==> config.mk <==
export PLATFORM = sky130hd
export DESIGN_NAME = ir_transmitter
export DESIGN_NICKNAME = d
export VERILOG_FILES = /design/src/rtl/ir_transmitter_pkg.sv /design/src/rtl/ir_carrier_gen.sv /design/src/rtl/ir_transmitter.sv
export SDC_FILE = /design/constraint.sdc
export NUM_CORES = 1
export LEC_CHECK = 0
export BUFFER_PORTS_ARGS = -buffer_cell sky130_fd_sc_hd__buf_2
export CORE_ASPECT_RATIO = 1.25
export CORE_MARGIN = 3
export CORE_UTILIZATION = 32
export DETAILED_ROUTE_END_ITERATION = 7
export SETUP_SLACK_MARGIN = 0.2
export SLEW_MARGIN = 30
export SYNTH_ARGS = -nofsm -noshare
export SYNTH_HDL_FRONTEND = slang
export SYNTH_SLANG_ARGS = --single-unit
==> constraint.sdc <==
create_clock -name clock -period 2.1 [get_ports clock]
set_input_delay 0.21 -clock clock [delete_from_list [all_inputs] [get_ports clock]]
set_output_delay 0.21 -clock clock [all_outputs]
set_load 0.02 [all_outputs]
==> src/rtl/ir_transmitter_pkg.sv <==
// Shared protocol constants and state encoding for the rover IR command link.
// The matching receiver imports the same package so both ends agree on framing.
package ir_transmitter_pkg;

  localparam int DATA_BITS       = 12;
  localparam int START_UNITS     = 4;
  localparam int ZERO_MARK_UNITS = 1;
  localparam int ONE_MARK_UNITS  = 2;
  localparam int SPACE_UNITS     = 1;

  typedef enum logic [2:0] {
    IDLE       = 3'd0,
    START_MARK = 3'd1,
    BIT_SPACE  = 3'd2,
    BIT_MARK   = 3'd3,
    GAP        = 3'd4
  } ir_state_t;

  // Counter width able to hold 0..n-1, never narrower than one bit.
  function automatic int cnt_width(input int n);
    return (n > 1) ? $clog2(n) : 1;
  endfunction

  function automatic logic is_mark(input ir_state_t s);
    return (s == START_MARK) || (s == BIT_MARK);
  endfunction

endpackage

==> src/rtl/ir_carrier_gen.sv <==
// Free-running carrier counter; a synchronous restart aligns the carrier phase
// so that every mark begins in the high half of a carrier period.
module ir_carrier_gen
  import ir_transmitter_pkg::*;
#(
  parameter int CARRIER_PERIOD = 625
) (
  input  logic clock,
  input  logic reset_n,
  input  logic restart,
  output logic carrier
);

  localparam int CW = cnt_width(CARRIER_PERIOD);

  logic [CW-1:0] carrier_cnt;

  always_ff @(posedge clock or negedge reset_n) begin
    if (!reset_n) begin
      carrier_cnt <= '0;
    end else if (restart || (carrier_cnt == CW'(CARRIER_PERIOD - 1))) begin
      carrier_cnt <= '0;
    end else begin
      carrier_cnt <= carrier_cnt + CW'(1);
    end
  end

  assign carrier = (carrier_cnt < CW'(CARRIER_PERIOD / 2));

endmodule

==> src/rtl/ir_transmitter.sv <==
// Serialises a move command into a pulse-width-coded IR frame: start mark,
// per-bit space + mark (long mark = 1, LSB first), then a silent gap.
module ir_transmitter
  import ir_transmitter_pkg::*;
#(
  parameter int UNIT_CYCLES    = 15000,
  parameter int CARRIER_PERIOD = 625,
  parameter int GAP_UNITS      = 16
) (
  input  logic                 clock,
  input  logic                 reset_n,
  input  logic                 start,
  input  logic [DATA_BITS-1:0] command,
  output logic                 busy,
  output logic                 done,
  output logic                 envelope,
  output logic                 ir_out,
  output ir_state_t            state
);

  // Handshake: start is a request sampled every clock; it is accepted only when
  // the FSM is IDLE or on the final GAP clock, and busy (registered) then stays
  // high until the frame's gap ends. Requests while busy are dropped.

  localparam int UW = cnt_width(UNIT_CYCLES);
  localparam int MAX_UNITS = (GAP_UNITS > START_UNITS) ?
                             ((GAP_UNITS > ONE_MARK_UNITS) ? GAP_UNITS : ONE_MARK_UNITS) :
                             ((START_UNITS > ONE_MARK_UNITS) ? START_UNITS : ONE_MARK_UNITS);
  localparam int SW = cnt_width(MAX_UNITS);
  localparam int BW = cnt_width(DATA_BITS);

  ir_state_t            state_d;
  logic [UW-1:0]        unit_cnt, unit_cnt_d;
  logic [SW-1:0]        units, units_d, units_last;
  logic [BW-1:0]        bit_idx, bit_idx_d;
  logic [DATA_BITS-1:0] shreg, shreg_d;
  logic                 unit_tick, state_exit, accept;
  logic                 busy_d, done_d, envelope_d, restart, carrier;

  always_ff @(posedge clock or negedge reset_n) begin
    if (!reset_n) begin
      state    <= IDLE;
      unit_cnt <= '0;
      units    <= '0;
      bit_idx  <= '0;
      shreg    <= '0;
      busy     <= 1'b0;
      done     <= 1'b0;
      envelope <= 1'b0;
    end else begin
      state    <= state_d;
      unit_cnt <= unit_cnt_d;
      units    <= units_d;
      bit_idx  <= bit_idx_d;
      shreg    <= shreg_d;
      busy     <= busy_d;
      done     <= done_d;
      envelope <= envelope_d;
    end
  end

  always_comb begin
    state_d    = state;
    unit_cnt_d = unit_cnt;
    units_d    = units;
    bit_idx_d  = bit_idx;
    shreg_d    = shreg;
    unit_tick  = (unit_cnt == UW'(UNIT_CYCLES - 1));

    case (state)
      START_MARK: units_last = SW'(START_UNITS - 1);
      BIT_SPACE:  units_last = SW'(SPACE_UNITS - 1);
      BIT_MARK:   units_last = shreg[0] ? SW'(ONE_MARK_UNITS - 1) : SW'(ZERO_MARK_UNITS - 1);
      GAP:        units_last = SW'(GAP_UNITS - 1);
      default:    units_last = '0;
    endcase

    state_exit = (state != IDLE) && unit_tick && (units == units_last);

    if (state != IDLE) begin
      unit_cnt_d = unit_tick ? '0 : unit_cnt + UW'(1);
      if (unit_tick) units_d = state_exit ? '0 : units + SW'(1);
    end

    if (state_exit) begin
      case (state)
        START_MARK: state_d = BIT_SPACE;
        BIT_SPACE:  state_d = BIT_MARK;
        BIT_MARK: begin
          shreg_d = shreg >> 1;
          if (bit_idx == BW'(DATA_BITS - 1)) begin
            state_d = GAP;
          end else begin
            bit_idx_d = bit_idx + BW'(1);
            state_d   = BIT_SPACE;
          end
        end
        GAP:     state_d = IDLE;
        default: state_d = IDLE;
      endcase
    end

    // The final GAP clock doubles as an idle slot so frames can run back to back.
    accept = start && ((state == IDLE) || ((state == GAP) && state_exit));
    if (accept) begin
      state_d    = START_MARK;
      shreg_d    = command;
      unit_cnt_d = '0;
      units_d    = '0;
      bit_idx_d  = '0;
    end

    busy_d     = (state_d != IDLE);
    envelope_d = is_mark(state_d);
    done_d     = (state_d == GAP) && (unit_cnt_d == UW'(UNIT_CYCLES - 1)) &&
                 (units_d == SW'(GAP_UNITS - 1));
    restart    = is_mark(state_d) && (state_d != state);
  end

  ir_carrier_gen #(
    .CARRIER_PERIOD(CARRIER_PERIOD)
  ) u_carrier (
    .clock   (clock),
    .reset_n (reset_n),
    .restart (restart),
    .carrier (carrier)
  );

  assign ir_out = envelope & carrier;

endmodule

==> results by group <==
GRT
  • Pin count of the biggest net entering global routing: 31
  • Vias in the first global route: 2,570
  • First-pass GRT wire length: between 10,000 and 15,000 microns
  • Grt total ovfl: 0
  • GRT Overall Usage: 0.145
  • Initial antenna violation count: 0

Outcome
  • Status: complete, but fails checks
  • Failing checks: negative setup slack

Synth
  • Mapped Area: roughly 3000 sq um
  • Async S/R FF share, synth: 1.00
  • Synth warn: 0
  • Syn Area/Cell: roughly 11 sq um
  • Synth cell types: 65
  • Mapped Nets: about 300
  • Post-synthesis sequential area ratio: 0.424
  • Synth Flop Type: dfrtp_1
  • Number of synthesized register bits: 50
  • EDFF count, synth: 0
  • Synth Instances: approximately 280

Hold path
  • Worst Hold Class: in2reg

Placement
  • Routability congestion estimate from global placement: ~0.83
  • Post-detail-place hpwl: around 4700 microns
  • Post-Place Cells: around 450
  • Port buffer count: 21

Detailed routing
  • DRT iter0 DRCs: 93
  • Initial DRT Pass Iterations: 4
  • Final Routed Wirelength: 7070 microns
  • Vias per cell: ~5.0
  • # DRC: 0
  • ANT nets after route: 0
  • Via count: 2,433
  • DR WL/cell: around 15 microns

Layout
  • N_diodes: 0
  • Layout cells sized above 1: 0.494
  • Area growth from synthesis to layout: 42.7%
  • Layout fillers: about 810
  • Layout Utilization: 0.476
  • Non-filler instance count after layout: between 400 and 500
  • Final net count: between 300 and 400

Power
  • Leakage Power: 1.92 nW
  • Peak VDD IR: between 0.0002 and 0.0003 V
  • Power Total: 0.00223 W
  • PwrDens: 529 nW/um^2

Floorplan
  • Initial core utilization: 0.334
  • Chip width: around 90 microns
  • Die Ht: around 110 microns
  • Std cell rows: 38
  • Ports: 22
  • Core area: roughly 8800 sq um
  • DIE AREA: 10,400 sq um

Setup path
  • Worst Path Required: 2.36 ns
  • WS Path Type: reg2reg
  • Startpoint types: flop
  • CP endpoint kind: flop
  • Arrival time at the worst endpoint: 2.37 ns
  • Worst-path fanout max: 5

Flow run
  • Max cap viols: 0

CTS
  • Skew-Pair Late Insertion Delay: about 0.32 ns
  • CTS tree: built
  • Htree depth: 2
  • CTS Sinks: 50
  • Clock slew at reported path FFs: ~0.1 ns
  • TritonCTS Buffers: 5
  • CTS max path bufs: 2
  • CTS root buf: clkbuf_8

Timing
  • Period Utilization, post-route: 1.01
  • # setup viols final: 1
  • RSZ-0062 raised after global routing: yes
  • Worst slew pin tran: 0.510 ns
  • Fmax: roughly 0.47 GHz
  • Final slew viol count: 0
  • Final hold slack: 0.119 ns
  • Clock period minus worst slack: between 2 and 2.5 ns
  • Final Hold Fails: 0
  • Slew headroom: 0.660
  • Worst setup margin: -0.0176 ns
  • Clock skew: about 0.016 ns
area by class of cell:
cell class              count  area (sq um)  area share
repair buffers             86           704       0.167
clock inverters             3          47.5      0.0113
clock buffers               5          68.8      0.0163
well taps                 120           150      0.0357
inverters                   4          15.0     0.00357
flip-flops and latches     50          1250       0.298
multi-input cells         214          1970       0.468
stage by stage:
| step | TNS (ns) | area, sq um | setup slack [ns] |
|---|---|---|---|
| final | -0.0176 | 4210 | -0.0176 |
| after global routing | -0.776 | 4210 | -0.0763 |
| after CTS | -0.00261 | 4040 | -0.00261 |
| after detailed placement | 0 | 3480 | 0.00421 |
| after global placement | 0 | 3480 | 0.00613 |
| after floorplan | -0.0463 | 3030 | -0.0463 |
cell usage after synthesis (3+ instances only):
| library cell | instances | share of area |
|---|---|---|
| dfrtp_1 | 50 | 0.42 |
| nor2_1 | 20 | 0.025 |
| nand2_1 | 19 | 0.024 |
| nand3_1 | 18 | 0.031 |
| mux2_2 | 16 | 0.061 |
| xor2_1 | 14 | 0.042 |
| a21oi_1 | 10 | 0.017 |
| and3_1 | 9 | 0.019 |
| o21ai_0 | 9 | 0.015 |
| nor3_1 | 8 | 0.014 |
| xnor2_1 | 8 | 0.024 |
| nor3b_1 | 6 | 0.015 |
| clkbuf_1 | 5 | 0.0064 |
| ha_1 | 5 | 0.021 |
| and4_1 | 4 | 0.012 |
| buf_6 | 4 | 0.015 |
| inv_1 | 4 | 0.0051 |
| mux2i_1 | 4 | 0.014 |
| nand4_1 | 4 | 0.0085 |
| clkbuf_8 | 3 | 0.014 |
| nor2b_1 | 3 | 0.0064 |
| or2_2 | 3 | 0.0064 |
path summary, 6_finish.rpt:
kind | start | endpoint | slack [ns] | cells past startpoint
worst max-delay path | state[2]$_DFF_PN0_ | done$_DFF_PN0_ | -0.02 | 7
worst min-delay path | command[7] | shreg[7]$_DFFE_PN0P_ | 0.12 | 2
worst max register to register | state[2]$_DFF_PN0_ | done$_DFF_PN0_ | -0.02 | 7
worst min register to register | u_carrier.carrier_cnt[0]$_DFF_PN0_ | u_carrier.carrier_cnt[0]$_DFF_PN0_ | 0.50 | 1
max in group asynchronous | reset_n | units[3]$_DFF_PN0_ | 1.16 | 3
min in group asynchronous | reset_n | u_carrier.carrier_cnt[7]$_DFF_PN0_ | 0.38 | 2
critical path, stage by stage, from the launching register on:
cell	delay (ns)
dfrtp_2	0.43
buf_12	0.14
o311a_4	0.40
and3_4	0.19
and3_4	0.18
or3b_1	0.36
a21oi_2	0.14
and4_1	0.20
where the power goes:
part           leakage (nW)  internal, W  switching, W
combinational          1.26     0.000173      0.000168
sequential            0.598      0.00106      0.000118
clock                0.0587     0.000361      0.000348
total                  1.92      0.00159      0.000634
flip-flops by register name, summed over array words and instances, names as in the netlist:
| signal | cells |
|---|---|
| units | 4 |
| bit_idx | 4 |
| done | 1 |
| envelope | 1 |
| shreg | 12 |
| unit_cnt | 14 |
| busy | 1 |
| state | 3 |
| u_carrier.carrier_cnt | 10 |
kinds of logic (layout without fill, tap and decap cells):
group / after synthesis / in the layout / share of synthesized area
and+or+nand+nor: 122 / 124 / 0.248
DFF: 50 / 50 / 0.424
buffers and inverters: 19 / 98 / 0.0466
adders and majority gates: 5 / 5 / 0.0212
muxes: 22 / 22 / 0.0848
xor gates and xnor gates: 23 / 23 / 0.0708
AOI/OAI and AO/OA: 40 / 40 / 0.104
placed cells by master (no fill, tap or decap), drive strengths merged, types with 3 or more instances in the layout:
cell	synthesis	layout
nand2	20	21
xor2	15	15
xnor2	8	8
nor3	9	9
buf	7	85
nor3b	6	6
dfrtp	50	50
o21ai	9	9
or2	3	3
ha	5	5
a21oi	11	11
mux2	18	18
or3	4	4
nor2	22	22
and3	10	10
inv	4	5
nand3	19	19
mux2i	4	4
and4	6	6
nand4	4	4
nor2b	3	3
clkbuf	8	5
what timing repair did:
action	CTS	global route
cloned	3	0
resized for setup	67	24
setup endpoints to repair	31	46
pin swaps	7	10
hold buffers	1	0
endpoints found under the hold margin	20	0
buffers inserted	14	8
metal layers:
layer	up-vias	GRT usage	routed length [microns]
met1	1200	0.178	2970
met2	34	0.251	3730
li1	1186	-	-
met5	-	0	0
met4	0	0.0654	200
met3	13	0.0218	158
No activity file was read; power rests on OpenSTA's default activity.
